==> src/rtl/mux_scan_if.sv <==
// Channel bus for mux_scan.
// master drives the channel data and the select controls; slave (the mux)
// returns the registered output and its status.
//   x       : N*W channel data, channel k at x[k*W +: W]
//   s       : manual channel select
//   mode    : 0 = manual, 1 = auto-scan
//   hold    : freezes scanning (scan mode only)
//   f       : registered selected channel data
//   cur_sel : channel currently driving f
//   sel_err : manual select is out of range
//   tick    : one-cycle pulse on each scan advance
interface mux_scan_if #(
  parameter int N = 7,
  parameter int W = 1
);
  localparam int SW = $clog2(N);

  logic [N*W-1:0] x;
  logic [SW-1:0]  s;
  logic           mode;
  logic           hold;
  logic [W-1:0]   f;
  logic [SW-1:0]  cur_sel;
  logic           sel_err;
  logic           tick;

  modport master (
    output x, s, mode, hold,
    input  f, cur_sel, sel_err, tick
  );

  modport slave (
    input  x, s, mode, hold,
    output f, cur_sel, sel_err, tick
  );
endinterface

==> src/rtl/mux_scan.sv <==
// N-channel, W-bit registered multiplexer with manual select and an
// auto-scan mode that steps through the channels once every DIV clocks.
//   CLOCK_50 : system clock, rising edge
//   reset    : asynchronous, active-high
//   bus      : mux_scan_if slave (x, s, mode, hold in; f, cur_sel,
//              sel_err, tick out)
// All outputs are registered; f and cur_sel always describe the same channel.
module mux_scan #(
  parameter int N   = 7,
  parameter int W   = 1,
  parameter int DIV = 50000000
) (
  input  logic        CLOCK_50,
  input  logic        reset,
  mux_scan_if.slave   bus
);
  localparam int SW = $clog2(N);
  localparam int PW = $clog2(DIV);
  localparam logic [PW-1:0] PS_LAST  = PW'(DIV - 1);
  localparam logic [SW-1:0] SEL_LAST = SW'(N - 1);

  logic [PW-1:0] ps_q, ps_next;
  logic [SW-1:0] sel_q, sel_next, sel_base;
  logic [W-1:0]  f_q, f_next;
  logic          err_q, err_next;
  logic          tick_q, adv;

  always_comb begin
    ps_next  = '0;
    adv      = 1'b0;
    sel_next = bus.s;
    // An out-of-range channel left over from manual mode is replaced by
    // channel 0 as soon as scanning starts.
    sel_base = (sel_q > SEL_LAST) ? '0 : sel_q;
    if (bus.mode) begin
      sel_next = sel_base;
      ps_next  = ps_q;
      if (!bus.hold) begin
        if (ps_q == PS_LAST) begin
          ps_next  = '0;
          adv      = 1'b1;
          sel_next = (sel_base == SEL_LAST) ? '0 : sel_base + SW'(1);
        end else begin
          ps_next = ps_q + PW'(1);
        end
      end
    end
  end

  // Explicit decode keeps out-of-range selects from indexing past x.
  always_comb begin
    f_next = '0;
    for (int k = 0; k < N; k++) begin
      if (sel_next == SW'(k)) f_next = bus.x[k*W +: W];
    end
  end

  assign err_next = (sel_next > SEL_LAST);

  always_ff @(posedge CLOCK_50 or posedge reset) begin
    if (reset) begin
      ps_q   <= '0;
      sel_q  <= '0;
      f_q    <= '0;
      err_q  <= 1'b0;
      tick_q <= 1'b0;
    end else begin
      ps_q   <= ps_next;
      sel_q  <= sel_next;
      f_q    <= f_next;
      err_q  <= err_next;
      tick_q <= adv;
    end
  end

  assign bus.f       = f_q;
  assign bus.cur_sel = sel_q;
  assign bus.sel_err = err_q;
  assign bus.tick    = tick_q;
endmodule

==> src/flat_wrapper.sv <==
// flat-port wrapper written by rule: the top's interface ports become plain ports
module mux_scan_flat 
#(
  parameter int N   = 7,
  parameter int W   = 1,
  parameter int DIV = 50000000
)
  (CLOCK_50, reset, bus_x, bus_s, bus_mode, bus_hold, bus_f, bus_cur_sel, bus_sel_err, bus_tick);
  mux_scan_if #(.N(N), .W(W)) bus_i ();
  input  logic CLOCK_50;
  input  logic reset;
  input wire logic [$bits(bus_i.x)-1:0] bus_x;
  input wire logic [$bits(bus_i.s)-1:0] bus_s;
  input wire logic [$bits(bus_i.mode)-1:0] bus_mode;
  input wire logic [$bits(bus_i.hold)-1:0] bus_hold;
  output wire logic [$bits(bus_i.f)-1:0] bus_f;
  output wire logic [$bits(bus_i.cur_sel)-1:0] bus_cur_sel;
  output wire logic [$bits(bus_i.sel_err)-1:0] bus_sel_err;
  output wire logic [$bits(bus_i.tick)-1:0] bus_tick;
  assign bus_i.x = bus_x;
  assign bus_i.s = bus_s;
  assign bus_i.mode = bus_mode;
  assign bus_i.hold = bus_hold;
  assign bus_f = bus_i.f;
  assign bus_cur_sel = bus_i.cur_sel;
  assign bus_sel_err = bus_i.sel_err;
  assign bus_tick = bus_i.tick;
  mux_scan #(.N(N), .W(W), .DIV(DIV)) u_core (.CLOCK_50(CLOCK_50), .reset(reset), .bus(bus_i));
endmodule
==> config.mk <==
export PLATFORM = sky130hd
export DESIGN_NAME = mux_scan_flat
export DESIGN_NICKNAME = d
export VERILOG_FILES = /design/src/rtl/mux_scan_if.sv /design/src/rtl/mux_scan.sv /design/src/flat_wrapper.sv
export SDC_FILE = /design/constraint.sdc
export NUM_CORES = 1
export LEC_CHECK = 0
export CORE_MARGIN = 10
export CORE_UTILIZATION = 50
export DETAILED_ROUTE_END_ITERATION = 16
export GPL_TIMING_DRIVEN = 0
export PLACE_DENSITY_LB_ADDON = 0.25
export SETUP_SLACK_MARGIN = 0.5
export SLEW_MARGIN = 5
export SYNTH_ARGS = -nofsm -noshare
export SYNTH_HDL_FRONTEND = slang
export SYNTH_SLANG_ARGS = --single-unit
==> constraint.sdc <==
create_clock -name CLOCK_50 -period 2.08 [get_ports CLOCK_50]
set_clock_uncertainty 0.2 [all_clocks]
set_input_delay 0.416 -clock CLOCK_50 [delete_from_list [all_inputs] [get_ports CLOCK_50]]
set_output_delay 0.416 -clock CLOCK_50 [all_outputs]
set_load 0.1 [all_outputs]
==> run metrics <==
Post-synth EDFFs=0; Die W=80.1 um; CTS clock-pin slew for the worst setup and hold paths=0.10 ns; initial antenna violation count=0; clock power share=0.277; outcome=complete, but fails checks; failing checks=negative setup slack; WL per Instance=16.9 um; initial core utilization=0.528; actual slew at the worst max-slew pin=0.686 ns; Post-Syn Area=1800 um2; total CTS buffers=5; Clock Tree Buf Depth=2; Row Count=21; vias per inst=5.90; Comb power frac=0.240; FFs w/ async S/R, synth=1.00; FMAX=408 MHz; DR vias=1759; P&R area growth vs syn=40.0%; Worst-Skew Late Latency=0.34 ns; worst vdd ir=0.000299 V; Tot Pwr=1.38 mW; Synth Instances=194; Worst EP required=2.14 ns; Top Ports=20; power density over the cells=545 nW/um2; clock root cell=clkbuf_4; register bit total from synthesis=32; die span in y=80.1 um; most frequent cells in the layout=nor2_1, buf_4, dfrtp_1, nand2_1, xor2_1; n_diodes=0; Die ar.=6410 um2; Clock Sinks=32; Initial DRC Count=174; syn avg cell area=9.29 um2; routability cong.=0.849; syn_nets=209; count of final hold-check violations=0; RSZ-0062 raised after global routing=yes; Placed Cells=259; DRC=0; critical path data arrival time=2.51 ns; vias in the first global route=1647; CTS tree=done; headroom to the max-slew limit=0.542; worst setup margin=-0.369 ns; total grt overflow=0; Pleak=1.06 nW; startpoint types=flip-flop; final number of setup-violating endpoints=26; dpl hpwl=3160 um; top area cells in the synthesized netlist=dfrtp_1, xor2_1, nor2_1, nand2_1, nand3_1; Final nets=266; DRT antenna net count=0; Max Slew Vio Count=0; Flop pwr share=0.483; Main synth FF type=dfrtp_1; fin cells=298; sequential area share after synthesis=0.444; TritonRoute pass-1 iters=4; min Tclk post-route=2.45 ns; pre-CTS setup slack=-0.984 ns; crit share post-route=1.18; # port buffers=19; hold crit path type=input port to async pin; Crit Path Category=flip-flop to flip-flop; H-tree levels=2; Internal Pwr Total=0.938 mW; most common cell after layout, fill and taps aside=nor2_1; gr usage total=0.150; Warnings, synthesis=0; Core ar.=3420 um2; routed wire length=5040 um; Switch Pwr=0.439 mW; Netlist cell types=47; Max-cap violations=0; first-pass GRT wire length=7670 um; share of cells above drive strength 1=0.329; pin count of the biggest net entering global routing=33; reg-to-reg slack, setup=-0.37 ns; Switching Fraction=0.319; Yosys top cell area share=0.444; cell taking the most area after synthesis=dfrtp_1; CP Max Fanout=8; Critical Path End Type=flip-flop; setup TNS=-4.37 ns; worst hold slack=0.318 ns
-- layer usage --
metal / GRT usage / up-vias / wire length [um]
li1: - / 815 / -
met2: 0.259 / 62 / 2590
met4: 0.0599 / 0 / 105
met5: 0 / - / 0
met1: 0.168 / 870 / 2070
met3: 0.0445 / 12 / 278
-- power groups by stage --
| stage | sequential, mW | combinational [mW] | clock [mW] |
|---|---|---|---|
| after floorplan | 0.766 | 0.0932 | 0 |
| after global placement | 0.676 | 0.259 | 0 |
| after detailed placement | 0.677 | 0.263 | 0 |
| after CTS | 0.668 | 0.302 | 0.386 |
| after global routing | 0.667 | 0.352 | 0.412 |
| final | 0.665 | 0.331 | 0.381 |
-- cells in the mapped netlist (2+ instances only) --
cell	instances
dfrtp_1	32
nor2_1	30
nand2_1	17
xor2_1	13
nand3_1	12
nand4_1	7
nor3_1	7
o21ai_0	7
xnor2_1	6
a211oi_1	4
a21oi_1	4
and4_1	4
and2_1	3
inv_1	3
nor4_2	3
o21ai_1	3
a22o_1	2
and3_1	2
buf_2	2
clkbuf_1	2
nand2b_1	2
nand4b_1	2
or3_1	2
or4_1	2
-- sequential cells by signal, indices dropped and copies added (netlist names) --
name and count:
u_core.bus.sel_err 1, u_core.ps_q 26, u_core.bus.tick 1, u_core.bus.f 1
u_core.bus.cur_sel 3
-- cell families (layout without fill, tap and decap cells) --
group,count (synthesis),in the layout,share of synthesized area
buffers and inverters,10,68,0.0243
adders and majority gates,1,1,0.00694
DFF,32,32,0.444
muxes,1,1,0.00555
xor gates and xnor gates,19,19,0.0923
AOI/OAI and AO/OA,29,29,0.109
and+or+nand+nor,102,102,0.318
-- stage by stage --
step                instance area, um2   util
floorplan                         1850      -
global placement                  2100  0.614
detailed placement                2100  0.614
CTS                               2360  0.690
global route                      2520  0.739
finish                            2520  0.739
-- repair_timing --
| item | in CTS | in global routing |
|---|---|---|
| setup buffers | 16 | 15 |
| pin swaps | 10 | 7 |
| hold buffers | 0 | 0 |
| endpoints found under the hold margin | 0 | 0 |
| setup endpoints to repair | 70 | 35 |
| resized for setup | 62 | 13 |
-- worst max-delay path: stages, from the launching register on --
cell	delay (ns)
dfrtp_1	0.41
nand4_4	0.18
or4_1	0.60
o21ai_2	0.20
a211o_1	0.26
inv_2	0.06
mux2i_1	0.12
a22o_1	0.22
nor3_2	0.12
-- final timing paths --
kind | from | endpoint | cells past startpoint
worst max-delay path | u_core.ps_q[5] | u_core.bus.f | 8
worst min-delay path | reset | u_core.ps_q[4] | 2
worst max register to register | u_core.ps_q[5] | u_core.bus.f | 8
worst min register to register | u_core.ps_q[25] | u_core.ps_q[25] | 1
max in group asynchronous | reset | u_core.ps_q[20] | 2
min in group CLOCK_50 | u_core.ps_q[25] | u_core.ps_q[25] | 1
-- layout make-up --
| class | instances | area (um2) |
|---|---|---|
| clock buffers | 8 | 58.8 |
| fillers | 235 | 891 |
| plain buffers | 5 | 36.3 |
| flip-flops and latches | 32 | 816 |
| well taps | 46 | 57.6 |
| multi-input cells | 152 | 1070 |
| inverters | 5 | 23.8 |
| repair buffers | 50 | 467 |
Power figures use the tool's default switching activity.
